**src/rtl/wb_pkg.sv**
```systemverilog
// wb_pkg: load-kind encoding, FSM states and default widths for the writeback stage
package wb_pkg;
  localparam int XLEN_W = 32;
  localparam int RAW_W = 5;
  localparam int CP0AW_W = 8;
  localparam int LS_W = 3;
  localparam logic [LS_W-1:0] LS_NONE = 3'd0;
  localparam logic [LS_W-1:0] LS_LW = 3'd1;
  localparam logic [LS_W-1:0] LS_LH = 3'd2;
  localparam logic [LS_W-1:0] LS_LHU = 3'd3;
  localparam logic [LS_W-1:0] LS_LB = 3'd4;
  localparam logic [LS_W-1:0] LS_LBU = 3'd5;
  typedef enum logic [1:0] {S_IDLE, S_WAIT_MEM, S_COMMIT} state_e;
endpackage

```
**src/rtl/wb_load_align.sv**
```systemverilog
// wb_load_align: selects and extends the byte/halfword addressed by off from a raw load word
module wb_load_align
  import wb_pkg::*;
#(
  parameter int XLEN = XLEN_W
) (
  input  logic [XLEN-1:0] raw,
  input  logic [LS_W-1:0] kind,
  input  logic [1:0]      off,
  output logic [XLEN-1:0] res
);
  logic [15:0] h;
  logic [7:0] b;
  assign h = off[1] ? raw[31:16] : raw[15:0];
  assign b = raw[{off, 3'b000} +: 8];
  always_comb begin
    res = kind == LS_LW  ? raw :
          kind == LS_LH  ? {{(XLEN-16){h[15]}}, h} :
          kind == LS_LHU ? {{(XLEN-16){1'b0}}, h} :
          kind == LS_LB  ? {{(XLEN-8){b[7]}}, b} :
          kind == LS_LBU ? {{(XLEN-8){1'b0}}, b} : raw;
  end
endmodule

```
**src/rtl/wb_stage_multi.sv**
```systemverilog
// wb_stage_multi: multi-lane writeback stage; waits for load data, aligns it and commits all lanes in one cycle
module wb_stage_multi
  import wb_pkg::*;
#(
  parameter int LANES = 2,
  parameter int XLEN = XLEN_W,
  parameter int RAW = RAW_W,
  parameter int CP0AW = CP0AW_W
) (
  input  logic                    clk,
  input  logic                    resetn,
  input  logic                    in_valid,
  output logic                    in_ready,
  input  logic [LANES-1:0]        in_rf_we,
  input  logic [LANES*RAW-1:0]    in_rf_waddr,
  input  logic [LANES*XLEN-1:0]   in_alu,
  input  logic [LANES*LS_W-1:0]   in_ls_kind,
  input  logic [LANES*2-1:0]      in_byte_off,
  input  logic [1:0]              in_hilo_we,
  input  logic [63:0]             in_hilo_wdata,
  input  logic                    in_cp0_we,
  input  logic [CP0AW-1:0]        in_cp0_waddr,
  input  logic [XLEN-1:0]         in_cp0_wdata,
  input  logic [LANES-1:0]        mem_data_ok,
  input  logic [LANES*XLEN-1:0]   mem_rdata,
  output logic [LANES-1:0]        rf_we,
  output logic [LANES*RAW-1:0]    rf_waddr,
  output logic [LANES*XLEN-1:0]   rf_wdata,
  output logic [1:0]              hilo_we,
  output logic [63:0]             hilo_wdata,
  output logic                    cp0_we,
  output logic [CP0AW-1:0]        cp0_waddr,
  output logic [XLEN-1:0]         cp0_wdata,
  output logic                    wb_busy
);
  state_e state_q, state_d;
  logic [LANES-1:0] we_q, we_d, pend_q, pend_d, pend_acc;
  logic [LANES*RAW-1:0] waddr_q, waddr_d;
  logic [LANES*XLEN-1:0] alu_q, alu_d, rdata_q, rdata_d;
  logic [LANES*LS_W-1:0] kind_q, kind_d;
  logic [LANES*2-1:0] off_q, off_d;
  logic [1:0] hilo_we_q, hilo_we_d;
  logic [63:0] hilo_wdata_q, hilo_wdata_d;
  logic cp0_we_q, cp0_we_d;
  logic [CP0AW-1:0] cp0_waddr_q, cp0_waddr_d;
  logic [XLEN-1:0] cp0_wdata_q, cp0_wdata_d;
  logic [XLEN-1:0] aligned [LANES];
  logic accept, commit;
  assign in_ready = state_q == S_IDLE || state_q == S_COMMIT;
  assign wb_busy = state_q == S_WAIT_MEM;
  assign accept = in_valid && in_ready;
  assign commit = state_q == S_COMMIT;
  for (genvar g = 0; g < LANES; g++) begin : g_align
    wb_load_align #(.XLEN(XLEN)) u_align (
      .raw (rdata_q[g*XLEN +: XLEN]),
      .kind(kind_q[g*LS_W +: LS_W]),
      .off (off_q[g*2 +: 2]),
      .res (aligned[g])
    );
  end
  always_comb begin
    state_d = state_q;
    we_d = we_q;
    waddr_d = waddr_q;
    alu_d = alu_q;
    kind_d = kind_q;
    off_d = off_q;
    rdata_d = rdata_q;
    pend_d = pend_q;
    hilo_we_d = hilo_we_q;
    hilo_wdata_d = hilo_wdata_q;
    cp0_we_d = cp0_we_q;
    cp0_waddr_d = cp0_waddr_q;
    cp0_wdata_d = cp0_wdata_q;
    pend_acc = '0;
    for (int i = 0; i < LANES; i++) pend_acc[i] = in_ls_kind[i*LS_W +: LS_W] != LS_NONE;
    if (accept) begin
      we_d = in_rf_we;
      waddr_d = in_rf_waddr;
      alu_d = in_alu;
      kind_d = in_ls_kind;
      off_d = in_byte_off;
      pend_d = pend_acc;
      hilo_we_d = in_hilo_we;
      hilo_wdata_d = in_hilo_wdata;
      cp0_we_d = in_cp0_we;
      cp0_waddr_d = in_cp0_waddr;
      cp0_wdata_d = in_cp0_wdata;
      state_d = |pend_acc ? S_WAIT_MEM : S_COMMIT;
    end else if (state_q == S_WAIT_MEM) begin
      for (int i = 0; i < LANES; i++) begin
        if (mem_data_ok[i] && pend_q[i]) begin
          rdata_d[i*XLEN +: XLEN] = mem_rdata[i*XLEN +: XLEN];
          pend_d[i] = 1'b0;
        end
      end
      state_d = |pend_d ? S_WAIT_MEM : S_COMMIT;
    end else if (commit) begin
      state_d = S_IDLE;
    end
  end
  always_ff @(posedge clk or negedge resetn) begin
    if (!resetn) begin
      state_q <= S_IDLE;
      we_q <= '0;
      waddr_q <= '0;
      alu_q <= '0;
      kind_q <= '0;
      off_q <= '0;
      rdata_q <= '0;
      pend_q <= '0;
      hilo_we_q <= '0;
      hilo_wdata_q <= '0;
      cp0_we_q <= 1'b0;
      cp0_waddr_q <= '0;
      cp0_wdata_q <= '0;
    end else begin
      state_q <= state_d;
      we_q <= we_d;
      waddr_q <= waddr_d;
      alu_q <= alu_d;
      kind_q <= kind_d;
      off_q <= off_d;
      rdata_q <= rdata_d;
      pend_q <= pend_d;
      hilo_we_q <= hilo_we_d;
      hilo_wdata_q <= hilo_wdata_d;
      cp0_we_q <= cp0_we_d;
      cp0_waddr_q <= cp0_waddr_d;
      cp0_wdata_q <= cp0_wdata_d;
    end
  end
  always_comb begin
    rf_we = '0;
    rf_waddr = commit ? waddr_q : '0;
    rf_wdata = '0;
    hilo_we = commit ? hilo_we_q : '0;
    hilo_wdata = commit ? hilo_wdata_q : '0;
    cp0_we = commit && cp0_we_q;
    cp0_waddr = commit ? cp0_waddr_q : '0;
    cp0_wdata = commit ? cp0_wdata_q : '0;
    for (int i = 0; i < LANES; i++) begin
      rf_wdata[i*XLEN +: XLEN] = !commit ? '0 :
          kind_q[i*LS_W +: LS_W] == LS_NONE ? alu_q[i*XLEN +: XLEN] : aligned[i];
      rf_we[i] = commit && we_q[i] && waddr_q[i*RAW +: RAW] != '0;
      for (int j = i + 1; j < LANES; j++)
        if (we_q[j] && waddr_q[j*RAW +: RAW] == waddr_q[i*RAW +: RAW]) rf_we[i] = 1'b0;
    end
  end
endmodule

```
**config.mk**
```make
export PLATFORM = sky130hd
export DESIGN_NAME = wb_stage_multi
export DESIGN_NICKNAME = d
export VERILOG_FILES = /design/src/rtl/wb_pkg.sv /design/src/rtl/wb_load_align.sv /design/src/rtl/wb_stage_multi.sv
export SDC_FILE = /design/constraint.sdc
export NUM_CORES = 1
export LEC_CHECK = 0
export ABC_AREA = 1
export CORE_MARGIN = 2
export CORE_UTILIZATION = 42
export CTS_CLUSTER_DIAMETER = 30
export DETAILED_ROUTE_END_ITERATION = 10
export GPL_ROUTABILITY_DRIVEN = 0
export PLACE_DENSITY = 0.83
export SLEW_MARGIN = 20
export SYNTH_ARGS = -nofsm -noshare
export SYNTH_HDL_FRONTEND = slang
export SYNTH_HIERARCHICAL = 1
export SYNTH_SLANG_ARGS = --single-unit
```
**constraint.sdc**
```tcl
create_clock -name clk -period 2.1 [get_ports clk]
set_input_delay 0.525 -clock clk [delete_from_list [all_inputs] [get_ports clk]]
set_output_delay 0.525 -clock clk [all_outputs]
set_load 0.005 [all_outputs]
```
==> flow_summary.ini, run 1 <==
[floorplan]
core_area_sq_mm = 0.0316
boundaryPins = 447
die_x_microns = 183
die_height_microns = 183
die_area_sq_mm = 0.0336
start_util_pct = 42.7
rows = 65

[timing]
slew_viol_final = 0
setup_viol = 183
setup_ws_ns = -0.825
maxSlewHeadroom_pct = 73.6
max_freq_ghz = 0.342
fin_tns_setup_ns = -77.54
tightest_slew_ns = 0.395
rsz0062_at_grt = true
fin_crit_ns = 2.92
period_share_pct = 139
fin_worst_skew_ns = 0.0170
hold_viol_final = 0

[logic_synthesis]
synth_cells = 1889
ys_warn_count = 6
synthDistinctLibCells = 23
synth_seq_cells = 261
synth_area_per_cell_sq_um = 7.15
synthesis.area_sq_mm = 0.0135
syn_nets = 2151
synth_seq_area_share_pct = 48.3

[pwr]
p_leak_uw = 0.0124
p_total_uw = 15200
combPwrFrac_pct = 4.5
p_sw_share_pct = 22.0
p_switching_uw = 3350
internal_power_uw = 11900
power_density_mw_per_mm2 = 638
irDropWorstVdd_mv = 0.646
pwr-share-clk_pct = 62.4
p_seq_share_pct = 33.2

[layout]
layout-drive-gt1-share_pct = 34.1
finalNetCount = 2821
seqCellArea_sq_mm = 0.00654
nFillCells = 1901
synthToLayoutAreaGrowth_pct = 76.4
layout_common_cells = nand2_1, clkdlybuf4s50_1, dfrtp_1, inv_1, o21ai_1
final_common_cell = nand2_1
final_cell_count_no_fill = 3013
multiInputGateArea_sq_mm = 0.00707
post-route-util_pct = 75.3

[clocking]
cts_num_sinks = 261
path_clk_slew_ns = 0.06
clkLatencyLatePin_ns = 0.58
cts_buffer_depth = 3
cts-root-buf = clkbuf_16
cts_tree = done
htree_levels = 2
cts_buffers = 60

[drt]
drt-pass1-iter-count = 6
drc = 0
dr.first_iter.drc_count = 1573
wl_per_cell_microns = 20.4
vias = 16500
ant_nets = 0
vias_per_cell = 5.49
totalWireLength_mm = 61.4

[grt]
grt_pass1_vias = 15600
grt_pass1_wl_mm = 80.2
grtUsageTotal_pct = 30.1
antenna_found_initial = 5
grt_overflow_total = 0
grt_max_degree = 65

[setup_path]
crit_arrival_ns = 2.40
cp-end-kind = output port
critPathMaxFanout = 4
cp_data_required_time_ns = 1.57
cp-start-kind = register
worstSetupPathType = register to output port

[run_status]
violations = negative setup slack
outcome = complete, but fails checks

[run]
maxCapViolations = 0

[place]
port_buffers = 446
placed_cells = 2737
hpwlAfterDp_mm = 33.8

[min_path]
hp-class = primary input to asynchronous set/reset pin
what timing repair did:
action,in CTS,in global routing
gates resized for setup,442,747
hold buffers,1,0
setup buffers,51,93
hold endpoints to repair,34,0
setup endpoints to repair,185,185
pin swaps,81,134
cloned,7,18
cells in the mapped netlist:
cell      number  area, sq um
buf_6         11          124
nand3_1      103          515
nand3_2        6         60.1
nand4_1       16          100
nor3_4         1         16.3
nor3_1         1         5.00
nand3_4        2         35.0
nand2_4        2         22.5
inv_1        208          781
o21ai_0      147          736
a21oi_1        2         10.0
nor2_4         5         56.3
buf_2         61          305
nor3_2         1         10.0
inv_2         10         37.5
nor2_1       257          965
buf_4         12         90.1
o211ai_1       5         37.5
o21ai_1      118          591
clkbuf_1      23         86.3
nand2_1      634         2380
nand2_2        3         18.8
dfrtp_1      261         6530
through the flow:
step	setup WS [ns]	hold WS, ns	cell area (sq um)
after floorplan	0.0888	0.229	13500
after global placement	-0.407	0.447	18900
after detailed placement	-0.478	0.448	18900
after CTS	-0.874	0.444	22000
after global routing	-0.906	0.455	23800
final	-0.825	0.438	23800
state kept, by name, summed over array words and instances (netlist names):
| signal | cells |
|---|---|
| hilo_we_q | 2 |
| rdata_q | 64 |
| cp0_waddr_q | 8 |
| kind_q | 6 |
| cp0_wdata_q | 32 |
| cp0_we_q | 1 |
| hilo_wdata_q | 64 |
| we_q | 2 |
| off_q | 4 |
| pend_q | 2 |
| alu_q | 64 |
| waddr_q | 10 |
| state_q | 2 |
cells by family after synthesis:
kind of cell    after synthesis  synth area share (%)
flops                       261                  48.3
simple gates               1031                  31.0
buf+inv                     325                  10.5
compound gates              272                  10.2
critical path, cell delays in order, from the launching register on:
cell and delay [ns]:
dfrtp_2 0.45, nor2_4 0.15, inv_4 0.06, nor2_4 0.20, buf_6 0.16, buf_6 0.11, nand2_4 0.05, buf_6 0.13
buf_6 0.12, nand3_4 0.05, o21ai_2 0.06, nor2_1 0.13, buf_2 0.14
per-layer routing:
metal	vias to the layer above	routed length, microns	global-route usage, %
met2	1243	30000	51.5
met4	0	4760	17.9
met1	7695	20600	33.9
li1	7226	-	-
met3	371	6030	7.84
met5	-	0	0
final cells by class:
cell class / count / share of cell area [%]
Multi-Input combinational cell: 1305 / 29.6
Timing Repair Buffer: 710 / 28.3
Sequential cell: 261 / 27.4
Clock buffer: 74 / 6.99
Inverter: 218 / 3.64
Tap cell: 402 / 2.11
Clock inverter: 35 / 1.69
Timing Repair inverter: 3 / 0.0892
Antenna cell: 5 / 0.0525
worst paths after layout:
kind                                           endpoint  slack (ns)              startpoint  cells after the start
min in group clk                  alu_q[46]$_DFFE_PN0P_        0.48   alu_q[46]$_DFFE_PN0P_                      2
hold reg to reg                   alu_q[46]$_DFFE_PN0P_        0.48   alu_q[46]$_DFFE_PN0P_                      2
hold / removal                  rdata_q[62]$_DFFE_PN0P_        0.44                  resetn                      2
setup reg to reg           hilo_wdata_q[29]$_DFFE_PN0P_        0.39  state_q[0]$_DFFE_PN0P_                      8
setup / recovery                           rf_wdata[10]       -0.82   kind_q[1]$_DFFE_PN0P_                     12
max in group asynchronous           we_q[0]$_DFFE_PN0P_        0.94                  resetn                      3
power groups by stage:
| stage | Clock, uW | Sequential, uW | Combinational, uW |
|---|---|---|---|
| 3_5_place_dp | 0 | 5120 | 661 |
| 2_1_floorplan | 0 | 5120 | 26.1 |
| 4_1_cts | 9460 | 5040 | 670 |
| 6_report | 9490 | 5040 | 677 |
| 5_1_grt | 9830 | 5040 | 720 |
| 3_3_place_gp | 0 | 5120 | 659 |
Note: power is estimated with default switching activity, not from simulation.
==> run 2: changes to the inputs <==
SYNTH_HIERARCHICAL = unset   (was 1)
==> flow_summary.ini, run 2 <==
[run_status]
outcome = complete, but fails checks
violations = negative setup slack

[logic_synthesis]
synth_most_common_cell = nand2_1
synth_seq_area_share_pct = 48.1
synth_cells = 1841
synth_edf_count = 0
synth_seq_cells = 261
synth_commonest_cells = nand2_1, dfrtp_1, o21ai_0
synth.area.top_cells = dfrtp_1, nand2_1, o21ai_0
yosysTopAreaCell = dfrtp_1
syn_nets = 2103
ys_warn_count = 0
synthDistinctLibCells = 30
synthesis.area_sq_mm = 0.0136
yosysTopAreaCellShare_pct = 48.1
yosys_most_used_dff = dfrtp_1
synth_area_per_cell_sq_um = 7.38
synthArstFlopShare_pct = 100

[drt]
wl_per_cell_microns = 23.1
ant_nets = 0
totalWireLength_mm = 68.0
vias_per_cell = 5.76
dr.first_iter.drc_count = 2063
drt-pass1-iter-count = 7
drc = 0
vias = 17000

[setup_path]
crit_end = rf_wdata[31]
critPathBufInv = 3
worstSetupPathType = register to output port
crit_arrival_ns = 2.54
cp-end-kind = output port
crit_path_start = kind_q[1]$_DFFE_PN0P_
reg2reg_slack_ns = 0.13
worst_path_largest_cell_delay_ns = 0.64
crit_cells = 7
critPathMaxFanout = 8
cp-start-kind = register
r2r_end = rdata_q[38]$_DFFE_PN0P_
r2r_start = state_q[1]$_DFFE_PN0P_
cp_data_required_time_ns = 1.57
critical_path.cell_chain = buf_6 -> nor2_4 -> buf_4 -> nand2_4 -> o21ai_0 -> a21oi_2 -> buf_2
critical_path.top_delay_family = compound AO/OA/AOI/OAI gates
slowest_stage = o21ai_0
reg2reg_depth = 8

[layout]
nFillCells = 1701
layout-drive-gt1-share_pct = 39.5
layout_common_cells = nand2_1, clkdlybuf4s50_1, dfrtp_1, inv_1, o21ai_0
final_common_cell = nand2_1
synthToLayoutAreaGrowth_pct = 81.8
post-route-util_pct = 77.9
reg_top3 = alu_q (64), hilo_wdata_q (64), rdata_q (64)
finalNetCount = 2740

[grt]
grt_overflow_total = 0
grt_pass1_wl_mm = 88.6
grtUsageTotal_pct = 33.8
antenna_found_initial = 11
grt_max_degree = 63
grt_pass1_vias = 16400

[clocking]
htree_levels = 2
path_clk_slew_ns = 0.05
cts_buffers = 60
cts-root-buf = clkbuf_16
cts_tree = done
cts_num_sinks = 261
clkLatencyLatePin_ns = 0.60
cts_buffer_depth = 3

[run]
maxCapViolations = 0

[pwr]
irDropWorstVdd_mv = 0.784
power_density_mw_per_mm2 = 677
p_leak_uw = 0.0125

[timing]
period_share_pct = 146
setup_ws_ns = -0.969
rsz0062_at_grt = true
maxSlewHeadroom_pct = 47.9
slew_viol_final = 0
fin_crit_ns = 3.07
hold_viol_final = 0
fin_worst_skew_ns = 0.0380
max_freq_ghz = 0.326
tightest_slew_ns = 0.774
setup_viol = 183
fin_tns_setup_ns = -80.77

[floorplan]
die_x_microns = 184
die_height_microns = 184
rows = 65
die_area_sq_mm = 0.0338
boundaryPins = 447
core_area_sq_mm = 0.0317
start_util_pct = 42.8

[min_path]
hp-class = primary input to asynchronous set/reset pin

[place]
port_buffers = 446
hpwlAfterDp_mm = 35.5
## run 2: logic make-up (layout without fill, tap and decap cells)
group / count (synthesis) / in the layout / synth area share [%]
buffers and inverters: 317 / 1003 / 10.3
flip-flops: 261 / 261 / 48.1
AND/OR/NAND/NOR: 876 / 878 / 26.0
multiplexers: 20 / 20 / 1.88
XOR/XNOR: 1 / 1 / 0.0645
AO/OA/AOI/OAI: 366 / 366 / 13.7
other: 0 / 10 / 0
## run 2: where the power goes
group | total, uW | leakage, uW | switching (uW) | internal [uW]
clock | 11000 | 0.00114 | 3280 | 7720
sequential | 5050 | 0.00274 | 2.12 | 5040
combinational | 673 | 0.00864 | 219 | 453
total | 16700 | 0.0125 | 3500 | 13200
## run 2: timing repair
action                     4_1_cts  5_1_grt
hold endpoints to repair        47        0
setup endpoints to repair      185      184
cloned                          15       10
resized for setup             1072      489
buffers inserted                39       49
hold buffers                     1        0
pin swaps                       72      169
## run 2: how the worst min path moves through the flow
stage,start,to,cells past startpoint
6_report,resetn,rdata_q[59]$_DFFE_PN0P_,2
5_1_grt,in_alu[53],alu_q[53]$_DFFE_PN0P_,3
4_1_cts,in_alu[11],alu_q[11]$_DFFE_PN0P_,3
3_5_place_dp,alu_q[23]$_DFFE_PN0P_,alu_q[23]$_DFFE_PN0P_,2
3_3_place_gp,alu_q[24]$_DFFE_PN0P_,alu_q[24]$_DFFE_PN0P_,2
2_1_floorplan,resetn,alu_q[0]$_DFFE_PN0P_,0
## run 2: stage by stage
step | instance area, sq um | total power (uW) | cells | hold WS (ns) | worst slack [ns]
after detailed placement | 19300 | 5770 | 2716 | 0.460 | -0.371
final | 24700 | 16700 | 2941 | 0.450 | -0.969
after floorplan | 13600 | 5130 | 1841 | 0.229 | 0.291
after CTS | 22700 | 16700 | 2883 | 0.431 | -0.563
after global routing | 24700 | 17100 | 2941 | 0.464 | -1.11
after global placement | 19300 | 5770 | 2716 | 0.457 | -0.330
## run 2: layout make-up
| cell class | count | area (sq um) | share of cell area, % |
|---|---|---|---|
| multi-input combinational | 1265 | 7680 | 31.1 |
| timing repair buffer | 679 | 6690 | 27.1 |
| sequential | 261 | 6540 | 26.5 |
| clock buffer | 73 | 1630 | 6.60 |
| inverter | 206 | 840 | 3.40 |
| clock inverter | 40 | 726 | 2.94 |
| tap | 402 | 503 | 2.04 |
| timing repair inverter | 5 | 67.6 | 0.274 |
| antenna | 10 | 25.0 | 0.101 |
## run 2: layer usage
| layer | vias to the layer above | wire length, microns | track usage [%] | share of wire, % |
|---|---|---|---|---|
| met5 | - | 0 | 0 | 0 |
| met4 | 0 | 6160 | 23.4 | 9.1 |
| met3 | 501 | 6840 | 8.26 | 10 |
| met2 | 1445 | 31800 | 56.0 | 47 |
| met1 | 7930 | 23200 | 38.6 | 34 |
| li1 | 7076 | - | - | - |
